===== src/rtl/lb_pkg.sv =====
// Shared definitions for the loop replay buffer: RISC-V control-flow opcodes,
// controller state encoding and opcode classification helpers.
package lb_pkg;

  localparam logic [6:0] OPC_BRANCH = 7'b1100011;
  localparam logic [6:0] OPC_JAL    = 7'b1101111;
  localparam logic [6:0] OPC_JALR   = 7'b1100111;

  typedef enum logic [2:0] {
    ST_TRACK   = 3'd0,
    ST_ARM     = 3'd1,
    ST_CAPTURE = 3'd2,
    ST_PREFILL = 3'd3,
    ST_REPLAY  = 3'd4
  } lb_state_e;

  function automatic logic is_ctrl_op(input logic [6:0] opc);
    return (opc == OPC_BRANCH) || (opc == OPC_JAL) || (opc == OPC_JALR);
  endfunction

  // Only a direct branch or jal can close a capturable loop.
  function automatic logic is_loop_op(input logic [6:0] opc);
    return (opc == OPC_BRANCH) || (opc == OPC_JAL);
  endfunction

endpackage


===== src/rtl/lb_mem.sv =====
// Loop body storage: simple dual-port RAM, one write port and one registered
// read port, written so it maps onto block RAM.
module lb_mem #(
  parameter int XLEN  = 32,
  parameter int DEPTH = 16
) (
  input  logic                     clk,
  input  logic                     wr_en,
  input  logic [$clog2(DEPTH)-1:0] wr_addr,
  input  logic [XLEN-1:0]          wr_data,
  input  logic [$clog2(DEPTH)-1:0] rd_addr,
  output logic [XLEN-1:0]          rd_data
);

  logic [XLEN-1:0] mem [DEPTH];

  always_ff @(posedge clk) begin
    if (wr_en) mem[wr_addr] <= wr_data;
    rd_data <= mem[rd_addr];
  end

endmodule


===== src/rtl/loop_replay_buffer.sv =====
// Loop-stream buffer: captures a short backward-branch loop body from fetch and
// replays it to decode with fetch stalled until the loop-exit mispredict.
module loop_replay_buffer
  import lb_pkg::*;
#(
  parameter int XLEN  = 32,
  parameter int DEPTH = 16,
  parameter int CNT_W = 16
) (
  input  logic             clk,
  input  logic             reset,
  input  logic             enable,
  input  logic             fetch_valid,
  input  logic [XLEN-1:0]  fetch_pc,
  input  logic [XLEN-1:0]  fetch_instr,
  input  logic             br_valid,
  input  logic [XLEN-1:0]  br_pc,
  input  logic [XLEN-1:0]  br_target,
  input  logic             mispredict,
  input  logic             replay_ready,
  output logic             stall_fetch,
  output logic             replay_valid,
  output logic [XLEN-1:0]  replay_instr,
  output logic [XLEN-1:0]  replay_pc,
  output logic             flush,
  output logic [XLEN-1:0]  redirect_pc,
  output logic [CNT_W-1:0] iter_count,
  output logic             busy
);

  localparam int AW = $clog2(DEPTH);

  localparam logic [2:0] S_TRACK   = ST_TRACK;
  localparam logic [2:0] S_ARM     = ST_ARM;
  localparam logic [2:0] S_CAPTURE = ST_CAPTURE;
  localparam logic [2:0] S_PREFILL = ST_PREFILL;
  localparam logic [2:0] S_REPLAY  = ST_REPLAY;

  logic [2:0]      state;
  logic [XLEN-1:0] loop_start, loop_end;
  logic [AW-1:0]   len, wr_ptr, rd_ptr, rd_next, rd_addr;
  logic [XLEN-1:0] rd_data, br_dist;
  logic            br_hit, cap_state, cap_last, cap_ok, cap_wr, wrap;
  logic [6:0]      opc;

  assign br_dist = br_pc - br_target;
  assign br_hit  = enable && br_valid && (br_target < br_pc) &&
                   ((br_dist >> 2) < XLEN'(DEPTH));

  // ARM is capture with wr_ptr still at 0, so both states share the checks.
  assign opc       = fetch_instr[6:0];
  assign cap_state = (state == S_ARM) || (state == S_CAPTURE);
  assign cap_last  = (wr_ptr == len);
  assign cap_ok    = (fetch_pc == loop_start + (XLEN'(wr_ptr) << 2)) &&
                     (cap_last ? is_loop_op(opc) : !is_ctrl_op(opc));
  assign cap_wr    = cap_state && fetch_valid && enable && !mispredict && cap_ok;

  assign wrap    = (rd_ptr == len);
  assign rd_next = wrap ? '0 : rd_ptr + AW'(1);

  // Read ahead on accept so back-to-back beats need no bubble; otherwise
  // re-read the current entry, which keeps replay_instr stable.
  always_comb begin
    rd_addr = rd_ptr;
    if (state == S_PREFILL) rd_addr = '0;
    else if (state == S_REPLAY && replay_ready) rd_addr = rd_next;
  end

  lb_mem #(.XLEN(XLEN), .DEPTH(DEPTH)) u_mem (
    .clk     (clk),
    .wr_en   (cap_wr),
    .wr_addr (wr_ptr),
    .wr_data (fetch_instr),
    .rd_addr (rd_addr),
    .rd_data (rd_data)
  );

  assign stall_fetch  = (state == S_PREFILL) || (state == S_REPLAY);
  assign busy         = (state != S_TRACK);
  assign replay_instr = replay_valid ? rd_data : '0;

  always_ff @(posedge clk or posedge reset) begin
    if (reset) begin
      state        <= S_TRACK;
      loop_start   <= '0;
      loop_end     <= '0;
      len          <= '0;
      wr_ptr       <= '0;
      rd_ptr       <= '0;
      iter_count   <= '0;
      replay_valid <= 1'b0;
      replay_pc    <= '0;
      flush        <= 1'b0;
      redirect_pc  <= '0;
    end else begin
      flush <= 1'b0;
      case (state)
        S_TRACK: begin
          if (br_hit && !mispredict) begin
            loop_start <= br_target;
            loop_end   <= br_pc;
            len        <= br_dist[AW+1:2];
            wr_ptr     <= '0;
            rd_ptr     <= '0;
            iter_count <= '0;
            state      <= S_ARM;
          end
        end
        S_ARM, S_CAPTURE: begin
          if (mispredict || !enable) begin
            state <= S_TRACK;
          end else if (fetch_valid) begin
            if (!cap_ok) state <= S_TRACK;
            else if (cap_last) state <= S_PREFILL;
            else begin
              wr_ptr <= wr_ptr + AW'(1);
              state  <= S_CAPTURE;
            end
          end
        end
        S_PREFILL, S_REPLAY: begin
          if (mispredict || !enable) begin
            state        <= S_TRACK;
            flush        <= 1'b1;
            replay_valid <= 1'b0;
            if (mispredict) redirect_pc <= loop_end + XLEN'(4);
            else if (state == S_PREFILL) redirect_pc <= loop_start;
            else redirect_pc <= replay_pc;
          end else if (state == S_PREFILL) begin
            state        <= S_REPLAY;
            replay_valid <= 1'b1;
            replay_pc    <= loop_start;
            rd_ptr       <= '0;
          end else if (replay_ready) begin
            rd_ptr    <= rd_next;
            replay_pc <= loop_start + (XLEN'(rd_next) << 2);
            if (wrap && iter_count != '1) iter_count <= iter_count + CNT_W'(1);
          end
        end
        default: state <= S_TRACK;
      endcase
    end
  end

endmodule


===== config.mk =====
export PLATFORM = sky130hd
export DESIGN_NAME = loop_replay_buffer
export DESIGN_NICKNAME = d
export VERILOG_FILES = /design/src/rtl/lb_pkg.sv /design/src/rtl/lb_mem.sv /design/src/rtl/loop_replay_buffer.sv
export SDC_FILE = /design/constraint.sdc
export NUM_CORES = 1
export LEC_CHECK = 0
export BUFFER_PORTS_ARGS = -buffer_cell sky130_fd_sc_hd__buf_2
export CAP_MARGIN = 5
export CORE_ASPECT_RATIO = 1.25
export CORE_MARGIN = 1
export CORE_UTILIZATION = 40
export CTS_BUF_LIST = sky130_fd_sc_hd__clkbuf_2 sky130_fd_sc_hd__clkbuf_4 sky130_fd_sc_hd__clkbuf_8
export DETAILED_ROUTE_END_ITERATION = 7
export PLACE_DENSITY = 0.62
export SLEW_MARGIN = 40
export SYNTH_ARGS = -nofsm -noshare
export SYNTH_HDL_FRONTEND = slang
export SYNTH_SLANG_ARGS = --single-unit

===== constraint.sdc =====
create_clock -name clk -period 5.3 [get_ports clk]
set_clock_uncertainty 0.2 [all_clocks]
set_input_delay 1.06 -clock clk [delete_from_list [all_inputs] [get_ports clk]]
set_output_delay 1.06 -clock clk [all_outputs]
set_load 0.05 [all_outputs]

==> summary.txt, run 1 <==
sequential-to-total area share from yosys stat: 61.11%
Least-Margin Pin Slew: 0.8361 ns
Area contributors post-synth: edfxtp_1, dfrtp_1, nand2_1
Flop pwr share: 48.9%
setup repair bufs after CTS: 0
Adder-Cell Fraction of Synth Area: 1.915%
Die Span Y: 322.1 µm
Slowest-stage cell, CP: dfrtp_1
Arr. time, crit path: 5.02 ns
Die ar.: 83150 µm²
largest net degree at the start of global routing: 104
hold_buf cts: 0
Worst path most repeated cell: o21ai_1
Critical Path RT: 5.49 ns
antenna-violating nets left: 0
Yosys top cell by area: edfxtp_1
multiplexer share of the synthesized area: 2.644%
Reg2Reg Depth: 14
largest family of logic cells by synthesized area: compound AO/OA/AOI/OAI gates
Util after Layout: 47.10%
final HPWL from detailed placement: 61.24 mm
crit path buf inv count: 2
core area: 81250 µm²
setup TNS: 0 ns
H-tree levels: 3
Net Sw Frac: 25.40%
Net Sw Power: 3.126 mW
Compound-Gate Fraction of Synth Area: 14.05%
first-pass GRT wire length: 139.5 mm
Via Count: 23630
layout cell share with drive strength beyond 1: 19.53%
clk sinks: 705
Final Max Tran Viols: 0
most frequent cells in the layout: edfxtp_1, nand2_1, buf_2
row count: 117
GPL Wtd Cong: 0.9154
Levels on crit path: 14
fillers: 7423
CTS root buf: clkbuf_8
XOR/XNOR Fraction of Synth Area: 3.258%
VDD IR max: 0.1679 mV
final hold vios: 0
Top Ports: 251
crit-path cells: ha_1 -> inv_1 -> fa_1 -> nor2b_1 -> o21a_1 -> o21ai_1 -> or4_1 -> o21ai_1 -> o21ai_0 -> nor4_1 -> nand4_1 -> nor3_1 -> and2_2 -> buf_12
status: complete, but fails checks
clk_lat worst skew: 0.74 ns
P&R area growth vs syn: 16.69%
Rel. slew slack: 44.26%
starting density of the core: 40.37%
Worst Hold Class: input port to asynchronous set/reset pin
Avg WL per Cell: 21.77 µm
Nets: 3318
Max Cap Violations: 0
Int Pwr: 9.182 mW
Mapped Area: 32800 µm²
Cell variety after synth: 76
number of port buffers: 250
Fmax achieved: 207.0 MHz
largest fanout on the critical path: 32
RSZ-0062 raised after global routing: false
CTS tree: built
crit-path leading delay family: simple AND/OR/NAND/NOR gates
die width: 258.1 µm
CP max stage delay: 0.52 ns
post-route cell area: 38270 µm²
TritonRoute pass-1 iters: 7
simple logic cell fraction of the synthesized area: 13.99%
pwr dens: 321.6 nW/µm²
Setup violations, final: 0
vias in the first global route: 23100
R2R Setup Slk: 0.47 ns
placed cell area: 35820 µm²
# DRC: 4
CTS Buf Count: 110
FF-to-FF Start: wr_ptr[0]
initial antenna violation count: 8
Final Cycle Share: 91.13%
Non-Filler Instances: 4301
CTS max path bufs: 3
final wirelength: 93.64 mm
syn nets: 3053
synth warn: 0
FF+latch count, synth: 705
grt ovf: 0
WHS: 0.2018 ns
post-placement cell count: 4092
Overall Global Routing Usage: 22.27%
crit end category: flop
1st-iter DRT viols: 1755
combinational group share of total power: 11.0%
via/cell ratio: 5.493
Post-synth EDFFs: 512
Yosys top cell area share: 46.88%
critical path type: flop to flop
CTS clk-pin slew, worst paths: 0.07 ns
failing checks: DRC
main flop type after synthesis: edfxtp_1
LEAKAGE: 14.35 nW
ys async rst share: 22.84%
CTS resizes: 0
Mapped Avg Cell Area: 11.43 µm²
Tmin final: 4.830 ns
Startpoint Class: flop
clock share of power: 40.2%
Synth Instances: 2869
R2R Path End: u_mem.mem[5][11]
most common cell after layout, fill and taps aside: edfxtp_1
Yosys cell counts (38+ instances only):
master    count
and2_1      163
nand3_1      52
a21oi_1     196
a311oi_1     64
a211oi_1    163
xor2_1       52
nand4_1      38
edfxtp_1    512
xnor2_1      70
nand2_1     475
a31oi_1      82
nor2_1       88
mux2_2       49
inv_1        60
ha_1         47
o21ai_0      85
clkbuf_1    155
dfrtp_1     161
area by class of cell:
type	instances	area, µm²	share of cell area, %
clock inverter	31	329.1	0.8598
inverter	60	229.0	0.5983
sequential	705	20050	52.38
clock buffer	173	2093	5.470
timing repair buffer	342	2350	6.140
antenna	4	10.01	0.02615
tap	1071	1340	3.501
multi-input combinational	1915	11870	31.03
cell families after synthesis:
family / after synthesis
AND/OR/NAND/NOR: 965
flip-flops: 705
AO/OA/AOI/OAI: 701
buffers and inverters: 249
XOR/XNOR: 122
multiplexers: 78
adder cells (fa/ha/maj): 49
metal layers:
layer | up-vias | global-route usage, % | wire (µm)
li1 | 11140 | - | -
met1 | 11600 | 25.93 | 36760
met2 | 689 | 40.05 | 48220
met3 | 192 | 3.269 | 4573
met4 | 6 | 10.64 | 4055
met5 | - | 0 | 35
how the worst max path moves through the flow:
stage                  from          endpoint  slack, ns
6_report          wr_ptr[0]  u_mem.mem[5][11]       0.47
2_1_floorplan  br_target[4]      loop_end[10]       0.93
3_5_place_dp   br_target[1]    loop_start[29]       0.28
4_1_cts           wr_ptr[0]   u_mem.mem[5][7]       0.54
5_1_grt           wr_ptr[0]  u_mem.mem[10][8]       0.16
3_3_place_gp   br_target[1]    loop_start[26]       0.33
flip-flops by register name, summed over array words and instances, names as in the netlist:
register       count
u_mem.mem        512
loop_end          32
loop_start        32
redirect_pc       32
replay_pc         32
u_mem.rd_data     32
iter_count        16
len                4
rd_ptr             4
wr_ptr             4
state              3
flush              1
replay_valid       1
through the flow:
stage | setup slack, ns | power [mW]
after floorplan | 0.9296 | 6.992
after global placement | 0.3328 | 7.469
after detailed placement | 0.2797 | 7.479
after CTS | 0.5407 | 12.44
after global routing | 0.1639 | 12.78
final | 0.4699 | 12.31
power by group through the flow:
stage | logic (mW) | clock network [mW] | registers [mW]
floorplan | 0.807 | 0 | 6.18
global placement | 1.34 | 0 | 6.13
detailed placement | 1.35 | 0 | 6.13
CTS | 1.35 | 5.07 | 6.02
global route | 1.46 | 5.30 | 6.02
finish | 1.35 | 4.94 | 6.02
Note: power is estimated with default switching activity, not from simulation.
==> run 2: changes to the inputs <==
--- a/config.mk
+++ b/config.mk
@@ -14,4 +14,6 @@
 export DETAILED_ROUTE_END_ITERATION = 7
 export PLACE_DENSITY = 0.62
+export REMOVE_ABC_BUFFERS = 1
+export SKIP_CTS_REPAIR_TIMING = 1
 export SLEW_MARGIN = 40
 export SYNTH_ARGS = -nofsm -noshare
==> constraint.sdc (replaced) <==
create_clock -name clk -period 5.3 [get_ports clk]
set_clock_uncertainty 0.2 [all_clocks]
set_input_delay 1.06 -clock clk [delete_from_list [all_inputs] [get_ports clk]]
set_output_delay 1.06 -clock clk [all_outputs]
set_load 0.1 [all_outputs]
==> run 2 against run 1 <==
The flow now finishes without violations. Setup slack gained 0.12 ns. Non-clock buffer count shrank 17. Die area is the same. Worst hold slack gained 0.034 ns. Clock-buffer cell count shrank 3. Cell count shrank 0.16%. Via count grew 1.5%. Maximum frequency grew 2.5%. First-iteration DRC count grew 2.5%. Clock power shrank 2%. Utilization shrank 0.27 points. Critical path type unchanged. Critical endpoint is now u_mem.mem[0][26]. Largest cell class unchanged.
==> summary.txt, run 2 (same netlist as run 1, synthesis figures left out) <==
status: completed
Reg2Reg Depth: 14
largest fanout on the critical path: 32
via/cell ratio: 5.584
total power: 12.46 mW
P&R area growth vs syn: 16.01%
Die Span Y: 322.1 µm
Setup violations, final: 0
TritonRoute pass-1 iters: 7
crit-path cells: ha_1 -> inv_1 -> fa_1 -> nor2b_1 -> o21a_1 -> o21ai_1 -> or4_1 -> o21ai_1 -> o21ai_0 -> nor4_1 -> nand4_1 -> nor3_1 -> and2_2 -> buf_12
Final Cycle Share: 88.95%
CP max stage delay: 0.52 ns
Arr. time, crit path: 4.89 ns
FF-to-FF Start: loop_start[2]
core area: 81250 µm²
pwr dens: 327.4 nW/µm²
R2R Path End: u_mem.mem[0][26]
vias in the first global route: 23750
antenna-violating nets left: 0
critical path type: flop to flop
most common cell after layout, fill and taps aside: edfxtp_1
Slowest-stage cell, CP: or4_1
number of port buffers: 250
Final Max Tran Viols: 0
LEAKAGE: 14.22 nW
layout cell share with drive strength beyond 1: 18.67%
CTS clk-pin slew, worst paths: 0.06 ns
1st-iter DRT viols: 1799
clk sinks: 705
H-tree levels: 3
dpl ws: 0.2776 ns
Startpoint Class: flop
CTS root buf: clkbuf_8
total length of routed met3 wires: 5.003 mm
Final WS setup: 0.5859 ns
met2 WL: 48.70 mm
Reg with most FFs: u_mem.mem
Nets: 3301
CTS tree: built
VDD IR max: 0.1771 mV
# DRC: 0
Tmin final: 4.714 ns
first-pass GRT wire length: 143.8 mm
CTS max path bufs: 3
row count: 117
DRT met1 WL: 37.83 mm
Largest register FFs: 512
Fmax achieved: 212.1 MHz
Die ar.: 83150 µm²
final hold vios: 0
die width: 258.1 µm
initial antenna violation count: 14
Overall Global Routing Usage: 22.90%
final wirelength: 95.94 mm
setup TNS: 0 ns
R2R Setup Slk: 0.59 ns
Least-Margin Pin Slew: 0.8640 ns
Top Ports: 251
clk_lat worst skew: 0.73 ns
starting density of the core: 40.37%
grt ovf: 0
GPL Wtd Cong: 0.9263
crit end category: flop
Worst path most repeated cell: o21ai_1
uppermost layer routed: met5
CTS Buf Count: 110
Critical Path RT: 5.48 ns
Via Count: 23980
most frequent cells in the layout: edfxtp_1, nand2_1, buf_2
final HPWL from detailed placement: 61.02 mm
Rel. slew slack: 42.40%
RSZ-0062 raised after global routing: false
Worst Hold Class: input port to asynchronous set/reset pin
largest net degree at the start of global routing: 142
Avg WL per Cell: 22.34 µm
Max Cap Violations: 0
run 2: cell count changes in the layout (fill, tap and decap cells not counted), moves of 3 or more:
| cell | change |
|---|---|
| clkbuf_4 | -6 |
| buf_4 | -12 |
| clkinv_1 | +13 |
| diode_2 | +5 |
| clkbuf_8 | +3 |
run 2: where the power goes:
| group | switching, mW | internal (mW) | total (mW) |
|---|---|---|---|
| clock | 2.19 | 2.68 | 4.86 |
| sequential | 0.0319 | 5.98 | 6.02 |
| combinational | 1.17 | 0.413 | 1.58 |
run 2: critical path: cells and delay by family, from the launching register on:
family / cells / cell delay (ns)
buffers and inverters: 2 / 0.33
and+or+nand+nor: 6 / 1.92
AOI/OAI and AO/OA: 4 / 0.72
DFF: 1 / 0.50
adders and majority gates: 2 / 0.68
run 2: area by class of cell:
class / instances / area (µm²)
well taps: 1071 / 1340
multi-input cells: 1915 / 11860
inverters: 60 / 230.2
fillers: 7413 / 43200
repair buffers: 325 / 2172
diodes: 9 / 22.52
clock inverters: 39 / 292.8
clock buffers: 170 / 2090
flip-flops and latches: 705 / 20040
run 2: per-stage QoR:
stage          instances  hold WS (ns)  cell area [µm²]  util [%]
4_1_cts             4285        0.1955            38030     46.80
6_report            4294        0.2354            38050     46.83
3_3_place_gp        4075        0.2601            35620     43.84
3_5_place_dp        4076        0.2664            35640     43.87
5_1_grt             4289        0.2537            38040     46.81
2_1_floorplan       2680        0.2807            32030         -
run 2: routing by layer:
layer  track usage [%]  up-vias
met3             3.473      229
met1             26.93    11800
met5                 0        -
met4             11.20        8
li1                  -    11110
met2             40.69      836
run 2: worst max path at each step:
stage | startpoint | end | slack (ns) | depth (start not counted)
4_1_cts | loop_start[2] | u_mem.mem[0][26] | 0.58 | 14
3_5_place_dp | br_pc[1] | loop_start[2] | 0.28 | 13
3_3_place_gp | br_pc[1] | loop_end[2] | 0.32 | 13
2_1_floorplan | replay_ready | u_mem.rd_data[10] | -8.92 | 7
6_report | loop_start[2] | u_mem.mem[0][26] | 0.59 | 14
5_1_grt | loop_start[2] | u_mem.mem[10][20] | 0.21 | 14
